<file path="config.mk">
export PLATFORM = sky130hd
export DESIGN_NAME = pong_game_engine_flat
export DESIGN_NICKNAME = d
export VERILOG_FILES = /design/src/rtl/pong_game_engine_pkg.sv /design/src/rtl/pong_game_engine_if.sv /design/src/rtl/frame_tick_gen.sv /design/src/rtl/pong_game_engine.sv /design/src/flat_wrapper.sv
export SDC_FILE = /design/constraint.sdc
export NUM_CORES = 1
export LEC_CHECK = 0
export BUFFER_PORTS_ARGS = -buffer_cell sky130_fd_sc_hd__buf_4
export CAP_MARGIN = 30
export CORE_MARGIN = 8
export CORE_UTILIZATION = 35
export DETAILED_ROUTE_END_ITERATION = 7
export GPL_ROUTABILITY_DRIVEN = 0
export PLACE_DENSITY = 0.51
export SYNTH_ARGS = -nofsm -noshare
export SYNTH_HDL_FRONTEND = slang
export SYNTH_HIERARCHICAL = 1
export SYNTH_SLANG_ARGS = --single-unit
</file>
<file path="constraint.sdc">
create_clock -name clk_pxl -period 3.99 [get_ports clk_pxl]
set_clock_uncertainty 0.1 [all_clocks]
set_input_delay 0.5985 -clock clk_pxl [delete_from_list [all_inputs] [get_ports clk_pxl]]
set_output_delay 0.5985 -clock clk_pxl [all_outputs]
set_load 0.05 [all_outputs]
</file>
<file path="src/rtl/pong_game_engine_pkg.sv">
// pong_game_engine_pkg
// Shared game constants, the game-state encoding and small position helpers.
// The display stage imports the same package so sprite sizes stay in step
// with the engine.
package pong_game_engine_pkg;

    localparam int DEF_SCREEN_W     = 640;
    localparam int DEF_SCREEN_H     = 480;
    localparam int DEF_BALL_SIZE    = 8;
    localparam int DEF_PADDLE_W     = 10;
    localparam int DEF_PADDLE_H     = 40;
    localparam int DEF_BALL_SPEED   = 2;
    localparam int DEF_PADDLE_SPEED = 4;
    localparam int DEF_SERVE_FRAMES = 60;
    localparam int DEF_MAX_MISSES   = 3;
    localparam int DEF_BALL_X0      = 316;
    localparam int DEF_BALL_Y0      = 236;
    localparam int DEF_PADDLE_Y0    = 220;

    typedef enum logic [1:0] {
        SERVE = 2'd0,
        PLAY  = 2'd1,
        MISS  = 2'd2,
        OVER  = 2'd3
    } game_state_t;

    // One extra bit over the 10-bit pixel range so subtraction below zero
    // and addition past the screen edge never wrap.
    typedef logic signed [10:0] pos_t;

    function automatic pos_t to_pos(input logic [9:0] v);
        return $signed({1'b0, v});
    endfunction

    // Negative results clamp to 0; the positive range always fits 10 bits.
    function automatic logic [9:0] to_pix(input pos_t v);
        if (v[10])
            return '0;
        return v[9:0];
    endfunction

endpackage

</file>
<file path="src/rtl/pong_game_engine_if.sv">
// pong_game_engine_if
// Bundles the engine's timing/button inputs and its rendered game outputs.
//   sx, sy                         : current pixel from the timing generator
//   btn_up, btn_down, btn_start    : synchronised button levels
//   paddle0_pos_y, ball_pos_x/y    : sprite positions for the display stage
//   score, miss_count, game_state  : game status
// master = stimulus/timing side, slave = engine side.
interface pong_game_engine_if;
    import pong_game_engine_pkg::*;

    logic [9:0]  sx;
    logic [9:0]  sy;
    logic        btn_up;
    logic        btn_down;
    logic        btn_start;
    logic [9:0]  paddle0_pos_y;
    logic [9:0]  ball_pos_x;
    logic [9:0]  ball_pos_y;
    logic [7:0]  score;
    logic [3:0]  miss_count;
    game_state_t game_state;

    modport master (
        output sx, sy, btn_up, btn_down, btn_start,
        input  paddle0_pos_y, ball_pos_x, ball_pos_y, score, miss_count, game_state
    );

    modport slave (
        input  sx, sy, btn_up, btn_down, btn_start,
        output paddle0_pos_y, ball_pos_x, ball_pos_y, score, miss_count, game_state
    );

endinterface

</file>
<file path="src/rtl/frame_tick_gen.sv">
// frame_tick_gen
// Produces a one-clk_pxl pulse per video frame, the cycle after the pixel
// counter reports (0, SCREEN_H), i.e. at the start of vertical blanking.
//   clk_pxl : pixel clock
//   reset   : asynchronous, active-high
//   sx, sy  : current pixel position
//   tick    : registered frame pulse
module frame_tick_gen #(
    parameter int SCREEN_H = 480
) (
    input  logic       clk_pxl,
    input  logic       reset,
    input  logic [9:0] sx,
    input  logic [9:0] sy,
    output logic       tick
);

    always_ff @(posedge clk_pxl or posedge reset) begin
        if (reset)
            tick <= 1'b0;
        else
            tick <= (sx == 10'd0) && (sy == 10'(SCREEN_H));
    end

endmodule

</file>
<file path="src/rtl/pong_game_engine.sv">
// pong_game_engine
// Single-player Pong game state. Once per frame tick it moves the paddle,
// advances/bounces the ball, detects misses and keeps score. All state is
// registered and changes only on tick, so the display never sees a change
// mid-frame.
//   clk_pxl : pixel clock
//   reset   : asynchronous, active-high
//   bus     : pong_game_engine_if.slave (timing, buttons in; positions,
//             score, miss_count, game_state out)
module pong_game_engine
    import pong_game_engine_pkg::*;
#(
    parameter int SCREEN_W     = DEF_SCREEN_W,
    parameter int SCREEN_H     = DEF_SCREEN_H,
    parameter int BALL_SIZE    = DEF_BALL_SIZE,
    parameter int PADDLE_W     = DEF_PADDLE_W,
    parameter int PADDLE_H     = DEF_PADDLE_H,
    parameter int BALL_SPEED   = DEF_BALL_SPEED,
    parameter int PADDLE_SPEED = DEF_PADDLE_SPEED,
    parameter int SERVE_FRAMES = DEF_SERVE_FRAMES,
    parameter int MAX_MISSES   = DEF_MAX_MISSES,
    parameter int BALL_X0      = DEF_BALL_X0,
    parameter int BALL_Y0      = DEF_BALL_Y0,
    parameter int PADDLE_Y0    = DEF_PADDLE_Y0
) (
    input  logic               clk_pxl,
    input  logic               reset,
    pong_game_engine_if.slave  bus
);

    localparam pos_t SW  = pos_t'(SCREEN_W);
    localparam pos_t SH  = pos_t'(SCREEN_H);
    localparam pos_t BSZ = pos_t'(BALL_SIZE);
    localparam pos_t PW  = pos_t'(PADDLE_W);
    localparam pos_t PH  = pos_t'(PADDLE_H);
    localparam pos_t BS  = pos_t'(BALL_SPEED);
    localparam pos_t PS  = pos_t'(PADDLE_SPEED);
    localparam pos_t X0  = pos_t'(BALL_X0);
    localparam pos_t Y0  = pos_t'(BALL_Y0);

    localparam logic [7:0] SERVE_LAST = 8'(SERVE_FRAMES - 1);
    localparam logic [3:0] MISS_LIMIT = 4'(MAX_MISSES);

    logic tick;

    frame_tick_gen #(.SCREEN_H(SCREEN_H)) u_frame_tick (
        .clk_pxl (clk_pxl),
        .reset   (reset),
        .sx      (bus.sx),
        .sy      (bus.sy),
        .tick    (tick)
    );

    // Registered game state; the position registers are the outputs.
    logic [9:0]  paddle_y;
    logic [9:0]  ball_x;
    logic [9:0]  ball_y;
    logic        dx_right;
    logic        dy_down;
    game_state_t state;
    logic [7:0]  serve_cnt;
    logic [7:0]  score_q;
    logic [3:0]  miss_q;

    // Next-state values computed from the pre-tick state.
    pos_t        paddle_n;
    pos_t        ball_x_n;
    pos_t        ball_y_n;
    logic        dx_n;
    logic        dy_n;
    game_state_t state_n;
    logic [7:0]  cnt_n;
    logic [7:0]  score_n;
    logic [3:0]  miss_n;

    pos_t py;
    pos_t bx;
    pos_t by;
    pos_t up_y;
    pos_t down_y;
    logic hit;

    assign py     = to_pos(paddle_y);
    assign bx     = to_pos(ball_x);
    assign by     = to_pos(ball_y);
    assign up_y   = py - PS;
    assign down_y = py + PS;

    // Ball overlaps the paddle's vertical extent (pre-tick paddle position).
    assign hit = (by + BSZ > py) && (by < py + PH);

    always_comb begin
        paddle_n = py;
        ball_x_n = bx;
        ball_y_n = by;
        dx_n     = dx_right;
        dy_n     = dy_down;
        state_n  = state;
        cnt_n    = serve_cnt;
        score_n  = score_q;
        miss_n   = miss_q;

        // Paddle moves in every state; both buttons cancel out.
        if (bus.btn_up && !bus.btn_down)
            paddle_n = up_y[10] ? pos_t'(0) : up_y;
        else if (bus.btn_down && !bus.btn_up)
            paddle_n = (down_y > SH - PH) ? SH - PH : down_y;

        case (state)
            SERVE: begin
                ball_x_n = X0;
                ball_y_n = Y0;
                if (serve_cnt == SERVE_LAST) begin
                    cnt_n   = '0;
                    dx_n    = 1'b0;
                    state_n = PLAY;
                end else begin
                    cnt_n = serve_cnt + 8'd1;
                end
            end

            PLAY: begin
                // Vertical and horizontal axes are independent, so a corner
                // reflects on both in the same tick.
                if (dy_down) begin
                    if (by + BS >= SH - BSZ) begin
                        ball_y_n = SH - BSZ;
                        dy_n     = 1'b0;
                    end else begin
                        ball_y_n = by + BS;
                    end
                end else begin
                    if (by <= BS) begin
                        ball_y_n = '0;
                        dy_n     = 1'b1;
                    end else begin
                        ball_y_n = by - BS;
                    end
                end

                if (dx_right) begin
                    if (bx + BS >= SW - BSZ) begin
                        ball_x_n = SW - BSZ;
                        dx_n     = 1'b0;
                    end else begin
                        ball_x_n = bx + BS;
                    end
                end else if (bx >= PW && bx - BS < PW) begin
                    // This step would carry the ball across the paddle face.
                    if (hit) begin
                        ball_x_n = PW;
                        dx_n     = 1'b1;
                        score_n  = (score_q == 8'hFF) ? score_q : score_q + 8'd1;
                    end else begin
                        ball_x_n = bx - BS;
                    end
                end else if (bx < PW && bx < BS) begin
                    ball_x_n = '0;
                    state_n  = MISS;
                end else begin
                    ball_x_n = bx - BS;
                end
            end

            MISS: begin
                miss_n   = (miss_q == 4'hF) ? miss_q : miss_q + 4'd1;
                ball_x_n = X0;
                ball_y_n = Y0;
                dx_n     = 1'b0;
                if (miss_n == MISS_LIMIT) begin
                    state_n = OVER;
                end else begin
                    state_n = SERVE;
                    cnt_n   = '0;
                end
            end

            OVER: begin
                ball_x_n = X0;
                ball_y_n = Y0;
                if (bus.btn_start) begin
                    score_n = '0;
                    miss_n  = '0;
                    cnt_n   = '0;
                    state_n = SERVE;
                end
            end

            default: state_n = SERVE;
        endcase
    end

    always_ff @(posedge clk_pxl or posedge reset) begin
        if (reset) begin
            paddle_y  <= 10'(PADDLE_Y0);
            ball_x    <= 10'(BALL_X0);
            ball_y    <= 10'(BALL_Y0);
            dx_right  <= 1'b1;
            dy_down   <= 1'b1;
            state     <= SERVE;
            serve_cnt <= '0;
            score_q   <= '0;
            miss_q    <= '0;
        end else if (tick) begin
            paddle_y  <= to_pix(paddle_n);
            ball_x    <= to_pix(ball_x_n);
            ball_y    <= to_pix(ball_y_n);
            dx_right  <= dx_n;
            dy_down   <= dy_n;
            state     <= state_n;
            serve_cnt <= cnt_n;
            score_q   <= score_n;
            miss_q    <= miss_n;
        end
    end

    assign bus.paddle0_pos_y = paddle_y;
    assign bus.ball_pos_x    = ball_x;
    assign bus.ball_pos_y    = ball_y;
    assign bus.score         = score_q;
    assign bus.miss_count    = miss_q;
    assign bus.game_state    = state;

endmodule

</file>
<file path="src/flat_wrapper.sv">
// flat-port wrapper written by rule: the top's interface ports become plain ports
module pong_game_engine_flat import pong_game_engine_pkg::*;
#(
    parameter int SCREEN_W     = DEF_SCREEN_W,
    parameter int SCREEN_H     = DEF_SCREEN_H,
    parameter int BALL_SIZE    = DEF_BALL_SIZE,
    parameter int PADDLE_W     = DEF_PADDLE_W,
    parameter int PADDLE_H     = DEF_PADDLE_H,
    parameter int BALL_SPEED   = DEF_BALL_SPEED,
    parameter int PADDLE_SPEED = DEF_PADDLE_SPEED,
    parameter int SERVE_FRAMES = DEF_SERVE_FRAMES,
    parameter int MAX_MISSES   = DEF_MAX_MISSES,
    parameter int BALL_X0      = DEF_BALL_X0,
    parameter int BALL_Y0      = DEF_BALL_Y0,
    parameter int PADDLE_Y0    = DEF_PADDLE_Y0
)
  (clk_pxl, reset, bus_sx, bus_sy, bus_btn_up, bus_btn_down, bus_btn_start, bus_paddle0_pos_y, bus_ball_pos_x, bus_ball_pos_y, bus_score, bus_miss_count, bus_game_state);
  pong_game_engine_if bus_i ();
  input  logic clk_pxl;
  input  logic reset;
  input wire logic [$bits(bus_i.sx)-1:0] bus_sx;
  input wire logic [$bits(bus_i.sy)-1:0] bus_sy;
  input wire logic [$bits(bus_i.btn_up)-1:0] bus_btn_up;
  input wire logic [$bits(bus_i.btn_down)-1:0] bus_btn_down;
  input wire logic [$bits(bus_i.btn_start)-1:0] bus_btn_start;
  output wire logic [$bits(bus_i.paddle0_pos_y)-1:0] bus_paddle0_pos_y;
  output wire logic [$bits(bus_i.ball_pos_x)-1:0] bus_ball_pos_x;
  output wire logic [$bits(bus_i.ball_pos_y)-1:0] bus_ball_pos_y;
  output wire logic [$bits(bus_i.score)-1:0] bus_score;
  output wire logic [$bits(bus_i.miss_count)-1:0] bus_miss_count;
  output wire logic [$bits(bus_i.game_state)-1:0] bus_game_state;
  assign bus_i.sx = bus_sx;
  assign bus_i.sy = bus_sy;
  assign bus_i.btn_up = bus_btn_up;
  assign bus_i.btn_down = bus_btn_down;
  assign bus_i.btn_start = bus_btn_start;
  assign bus_paddle0_pos_y = bus_i.paddle0_pos_y;
  assign bus_ball_pos_x = bus_i.ball_pos_x;
  assign bus_ball_pos_y = bus_i.ball_pos_y;
  assign bus_score = bus_i.score;
  assign bus_miss_count = bus_i.miss_count;
  assign bus_game_state = bus_i.game_state;
  pong_game_engine #(.SCREEN_W(SCREEN_W), .SCREEN_H(SCREEN_H), .BALL_SIZE(BALL_SIZE), .PADDLE_W(PADDLE_W), .PADDLE_H(PADDLE_H), .BALL_SPEED(BALL_SPEED), .PADDLE_SPEED(PADDLE_SPEED), .SERVE_FRAMES(SERVE_FRAMES), .MAX_MISSES(MAX_MISSES), .BALL_X0(BALL_X0), .BALL_Y0(BALL_Y0), .PADDLE_Y0(PADDLE_Y0)) u_core (.clk_pxl(clk_pxl), .reset(reset), .bus(bus_i));
endmodule
</file>
==> results.sh, run 1 <==
export IMPL_postCtsSetupRepairBufs=0
export IMPL_cp_required_ns=4.08
export IMPL_p_leak_nw=2.35
export IMPL_p_per_area_nw_per_um2=187
export IMPL_ys_seq_area_share_pct=27.6
export IMPL_numPortBuffers=64
export IMPL_die_y_um=132
export IMPL_drc_errors=0
export IMPL_syn_area_sq_um=4700
export IMPL_drtIter0Drc=381
export IMPL_dp_hpwl_um=10500
export IMPL_numCtsBuffers=5
export IMPL_die_w_um=132
export IMPL_rsz0062_at_grt="false"
export IMPL_antenna_left=0
export IMPL_yosys_area_top_type="dfrtp_1"
export IMPL_grt_use_total_pct=16.5
export IMPL_intPower_mw=0.773
export IMPL_drive_above_1_share_pct=17.0
export IMPL_p_sw_mw=0.246
export IMPL_grt_pass1_vias=4609
export IMPL_utilization_pct=41.4
export IMPL_max_cap_violations=0
export IMPL_period_needed_ns=3.68
export IMPL_crit_path_start_kind="flip-flop"
export IMPL_clk_latency_ns=0.30
export IMPL_grt_max_degree=27
export IMPL_fin_crit_sh_pct=92.2
export IMPL_combPwrFrac_pct=4.5
export IMPL_clkSinkCount=51
export IMPL_final_setup_worst_slack_ns=0.312
export IMPL_start_util_pct=35.6
export IMPL_yosysWarnings=6
export IMPL_fill_cells=1327
export IMPL_dr_pass1_iters=5
export IMPL_tritoncts="done"
export IMPL_ys_ff_latch=51
export IMPL_grt_overflow_total=0
export IMPL_instances_no_fill=823
export IMPL_pwr_share_clk_pct=44.8
export IMPL_wire_per_inst_um=17.6
export IMPL_async_flop_share_pct=100
export IMPL_synth_edf_count=0
export IMPL_worst_setup_path_end_kind="flip-flop"
export IMPL_fmax_ghz=0.272
export IMPL_place_ws_ns=0.354
export IMPL_finalSetupViolations=0
export IMPL_coreArea_sq_um=13200
export IMPL_num_antenna_cells=0
export IMPL_vias=4852
export IMPL_synthFlopType="dfrtp_1"
export IMPL_path_max_fanout=12
export IMPL_power_share_sequential_pct=50.8
export IMPL_switching_share_pct=24.2
export IMPL_crit_arrival_ns=3.77
export IMPL_wl_um=14500
export IMPL_grt_pass1_wl_um=24200
export IMPL_relSlewSlack_pct=33.4
export IMPL_clockRootBuffer="clkbuf_16"
export IMPL_placed_cells_incl_taps=815
export IMPL_num_rows=42
export IMPL_nNetsFinal=706
export IMPL_areaGrowthSynthToFinish_pct=16.2
export IMPL_synth_area_leaders="dfrtp_1, dfstp_2, ha_1"
export IMPL_holdCritPathClass="primary input to asynchronous set/reset pin"
export IMPL_grt_antenna_before_repair=0
export IMPL_critPathKind="flip-flop to flip-flop"
export IMPL_fin_setup_tns_ns=0
export IMPL_worst_slew_pin_slew_ns=0.998
export IMPL_syn_instance_count=596
export IMPL_cts_buffer_depth=2
export IMPL_htree_levels=2
export IMPL_dieArea_sq_um=17400
export IMPL_synth_top_area_share_pct=18.1
export IMPL_status="finished, final reports clean"
export IMPL_slew_violations=0
export IMPL_cts_resized=0
export IMPL_clkTransAtPathRegs_ns=0.07
export IMPL_ys_types=71
export IMPL_pin_count=69
export IMPL_synth_commonest_cells="nor2_1, nand2_1, o21ai_0"
export IMPL_via_per_inst=5.90
export IMPL_cts_hold_buf=0
export IMPL_synth_most_common_cell="nor2_1"
export IMPL_report_final_hold_viol_count=0
export IMPL_worst_ir_drop_vdd_v=0.000147
export IMPL_avgSynthCellArea_sq_um=7.88
cell type report:
type	count	area, sq um	area share [%]
multi-input cells	480	3110	57.0
flip-flops and latches	51	1300	23.8
repair buffers	73	548	10.0
well taps	176	220	4.04
inverters	35	131	2.41
clock buffers	6	129	2.36
clock inverters	2	17.5	0.321
power by group through the flow:
| stage | Combinational (mW) | Sequential [mW] | Clock, mW |
|---|---|---|---|
| finish | 0.0454 | 0.517 | 0.456 |
| global route | 0.0498 | 0.517 | 0.492 |
| CTS | 0.0463 | 0.517 | 0.473 |
| detailed placement | 0.0463 | 0.527 | 0 |
| global placement | 0.0453 | 0.527 | 0 |
| floorplan | 0.0238 | 0.527 | 0 |
registers in the layout, indices dropped and copies added, names as in the netlist:
signal	flops
u_core/dx_right	1
u_core/bus.game_state	2
u_core/u_frame_tick/tick	1
u_core/bus.ball_pos_y	9
u_core/serve_cnt	8
u_core/bus.ball_pos_x	9
u_core/bus.score	8
u_core/dy_down	1
u_core/bus.miss_count	4
u_core/bus.paddle0_pos_y	8
placed cells by master (no fill, tap or decap), types with 4 or more instances in the layout:
cell type  count
inv_1         34
o31ai_1       13
dfrtp_1       34
a22o_1         5
conb_1         4
xor2_1        10
nor2b_1       11
a21o_1         6
clkbuf_16      5
and3_1         5
nor3_1        19
o31a_1         4
o21ai_0       39
a31oi_1        9
nand4_1       10
a21oi_1       35
a211o_1        5
and2_1         8
buf_4         73
o221ai_1       4
dfstp_2       17
o211ai_1       6
nor2_1        54
nor4_1        11
o22ai_1        7
or3_1          8
nand3_1       25
ha_1          35
o311ai_0       7
nand2_1       53
nand2b_1       9
xnor2_1       14
a211oi_1       7
stage by stage:
step | instance area, sq um | power (mW) | hold slack [ns]
after floorplan | 4710 | 0.551 | 0.227
after global placement | 5310 | 0.572 | 0.355
after detailed placement | 5310 | 0.573 | 0.356
after CTS | 5460 | 1.04 | 0.0208
after global routing | 5460 | 1.06 | 0.0227
final | 5460 | 1.02 | 0.0312
critical path: stages (launching register included):
cell	delay, ns
dfstp_2	0.65
ha_1	0.25
and3_1	0.25
nand3_1	0.11
xnor2_1	0.15
ha_1	0.31
nand3_1	0.09
or4b_2	0.65
o21ai_0	0.12
nor4_2	0.09
and3_2	0.34
and2_1	0.19
o311ai_0	0.27
final timing paths:
kind                                     startpoint                        to  slack (ns)  cells past startpoint
hold reg to reg                 u_core/serve_cnt[5]       u_core/serve_cnt[5]        0.39                      1
hold / removal                                reset  u_core/u_frame_tick/tick        0.03                      2
setup reg to reg           u_core/bus.ball_pos_y[3]       u_core/bus.score[4]        0.31                     12
min in group clk_pxl            u_core/serve_cnt[5]       u_core/serve_cnt[5]        0.39                      1
max in group asynchronous                     reset           u_core/dx_right        2.75                      3
setup / recovery           u_core/bus.ball_pos_y[3]       u_core/bus.score[4]        0.31                     12
metal layers:
layer	vias up	track usage [%]	share of wire, %
li1	2304	-	-
met2	185	26.0	47
met3	13	3.13	5.6
met4	0	4.53	0.88
met1	2350	22.6	47
met5	-	0	0
logic make-up after synthesis:
group | Yosys count | synth area share [%]
and+or+nand+nor | 233 | 25.3
AOI/OAI and AO/OA | 180 | 26.0
buffers and inverters | 68 | 6.34
DFF | 51 | 27.6
adders and majority gates | 36 | 9.54
xor gates and xnor gates | 24 | 4.48
muxes | 3 | 0.640
other | 1 | 0.0799
(Power assumes the default switching activity.)
==> inputs of run 2 (changes only) <==
--- a/config.mk
+++ b/config.mk
@@ -13,4 +13,5 @@
 export GPL_ROUTABILITY_DRIVEN = 0
 export PLACE_DENSITY = 0.51
+export REMOVE_ABC_BUFFERS = 1
 export SYNTH_ARGS = -nofsm -noshare
 export SYNTH_HDL_FRONTEND = slang
==> constraint.sdc (replaced) <==
create_clock -name clk_pxl -period 3.99 [get_ports clk_pxl]
set_clock_uncertainty 0.1 [all_clocks]
set_input_delay 0.798 -clock clk_pxl [delete_from_list [all_inputs] [get_ports clk_pxl]]
set_output_delay 0.798 -clock clk_pxl [all_outputs]
set_load 0.05 [all_outputs]
==> results.sh, run 2 (synthesized netlist as in run 1, its figures left out) <==
export IMPL_status="finished, final reports clean"
export IMPL_grt_pass1_wl_um=23100
export IMPL_clk_latency_ns=0.30
export IMPL_multi_input_area_sq_um=3110
export IMPL_rr_startpoint="u_core/bus.ball_pos_y[3]"
export IMPL_fill_cells=1369
export IMPL_dp_hpwl_um=10500
export IMPL_holdCritPathClass="primary input to asynchronous set/reset pin"
export IMPL_drc_errors=0
export IMPL_dieArea_sq_um=17400
export IMPL_regToRegEndpoint="u_core/bus.score[4]"
export IMPL_tritoncts="done"
export IMPL_dr_pass1_iters=5
export IMPL_final_common_cell="buf_4"
export IMPL_cts_hold_buf=0
export IMPL_reg2reg_depth=12
export IMPL_grt_busiest_layer="met2"
export IMPL_numCtsBuffers=5
export IMPL_drtIter0Drc=344
export IMPL_worst_ir_drop_vdd_v=0.000152
export IMPL_vias=4758
export IMPL_grt_use_met1_pct=21.1
export IMPL_areaGrowthSynthToFinish_pct=16.8
export IMPL_drive_above_1_share_pct=17.1
export IMPL_final_cell_mix="buf_4, nor2_1, nand2_1, o21ai_0"
export IMPL_power_mw=1.07
export IMPL_grt_use_total_pct=15.7
export IMPL_relSlewSlack_pct=35.6
export IMPL_use_met3_pct=3.62
export IMPL_htree_levels=2
export IMPL_antenna_left=0
export IMPL_postCtsSetupRepairBufs=0
export IMPL_start_util_pct=35.6
export IMPL_grt_max_degree=39
export IMPL_p_leak_nw=2.37
export IMPL_worst_setup_path_end_kind="flip-flop"
export IMPL_fin_crit_sh_pct=91.7
export IMPL_wire_per_inst_um=17.0
export IMPL_nNetsFinal=707
export IMPL_num_antenna_cells=0
export IMPL_die_w_um=132
export IMPL_slew_violations=0
export IMPL_numPortBuffers=64
export IMPL_grt_overflow_total=0
export IMPL_critPathKind="flip-flop to flip-flop"
export IMPL_cts_resized=0
export IMPL_clkTransAtPathRegs_ns=0.08
export IMPL_seq_area_sq_um=1300
export IMPL_crit_arrival_ns=3.75
export IMPL_num_rows=42
export IMPL_die_y_um=132
export IMPL_via_per_inst=5.77
export IMPL_finalSetupViolations=0
export IMPL_met2_usage_pct=24.2
export IMPL_clockRootBuffer="clkbuf_16"
export IMPL_wl_um=14000
export IMPL_grt_antenna_before_repair=0
export IMPL_clkSinkCount=51
export IMPL_max_cap_violations=0
export IMPL_coreArea_sq_um=13200
export IMPL_cp_required_ns=4.08
export IMPL_period_needed_ns=3.66
export IMPL_crit_path_start_kind="flip-flop"
export IMPL_grt_pass1_vias=4437
export IMPL_pin_count=69
export IMPL_worst_slew_pin_slew_ns=0.966
export IMPL_fmax_ghz=0.273
export IMPL_report_final_hold_viol_count=0
export IMPL_cts_buffer_depth=2
export IMPL_fin_setup_tns_ns=0
export IMPL_rsz0062_at_grt="false"
export IMPL_path_max_fanout=12
export IMPL_p_per_area_nw_per_um2=195
export IMPL_r2r_slack_ns=0.33
-- run 2: cell types whose count changed in the layout (fill, tap and decap cells not counted) --
cell and change:
clkinv_4 -2, buf_4 +1, bufinv_16 +1, inv_6 +1
-- run 2: layer usage --
metal	wire length (um)	share of wire, %	up-vias
met3	860	6.1	20
met1	6560	47	2249
li1	-	-	2305
met2	6330	45	184
met5	0	0	-
met4	292	2.1	0
-- run 2: worst max path at each step --
stage | startpoint | endpoint | slack (ns)
after floorplan | u_core/bus.ball_pos_y[4] | u_core/bus.score[4] | 0.34
after global placement | u_core/bus.ball_pos_y[3] | u_core/bus.score[4] | 0.45
after detailed placement | u_core/bus.ball_pos_y[3] | u_core/bus.score[4] | 0.31
after CTS | u_core/bus.ball_pos_y[3] | u_core/bus.score[4] | 0.30
after global routing | u_core/bus.ball_pos_y[3] | u_core/bus.score[4] | 0.02
final | u_core/bus.ball_pos_y[3] | u_core/bus.score[4] | 0.33
-- run 2: cell type report --
class	count	area share, %
multi-input cells	480	56.7
flip-flops and latches	51	23.7
repair buffers	74	10.1
well taps	176	4.02
inverters	35	2.40
clock buffers	6	2.35
clock inverters	2	0.707
-- run 2: power by group --
group	internal [mW]	switching [mW]	leakage [nW]
clock network	0.299	0.208	0.0815
logic	0.0190	0.0258	1.70
registers	0.517	0.0000251	0.593
total	0.836	0.234	2.37
-- run 2: critical path, stage by stage (launching register included) --
cell      delay [ns]
dfstp_2         0.64
ha_1            0.23
and3_1          0.25
nand3_1         0.11
xnor2_1         0.15
ha_1            0.30
nand3_1         0.10
or4b_2          0.66
o21ai_0         0.13
nor4_2          0.09
and3_2          0.33
and2_1          0.19
o311ai_0        0.28
-- run 2: metrics by stage --
| step | std cells | worst slack (ns) | area, sq um | hold slack [ns] | utilization [%] |
|---|---|---|---|---|---|
| floorplan | 566 | 0.343 | 4540 | 0.338 | - |
| global placement | 816 | 0.448 | 5320 | 0.359 | 40.3 |
| detailed placement | 816 | 0.309 | 5320 | 0.358 | 40.3 |
| CTS | 824 | 0.300 | 5480 | 0.226 | 41.6 |
| global route | 824 | 0.0221 | 5480 | 0.237 | 41.6 |
| finish | 824 | 0.330 | 5480 | 0.242 | 41.6 |
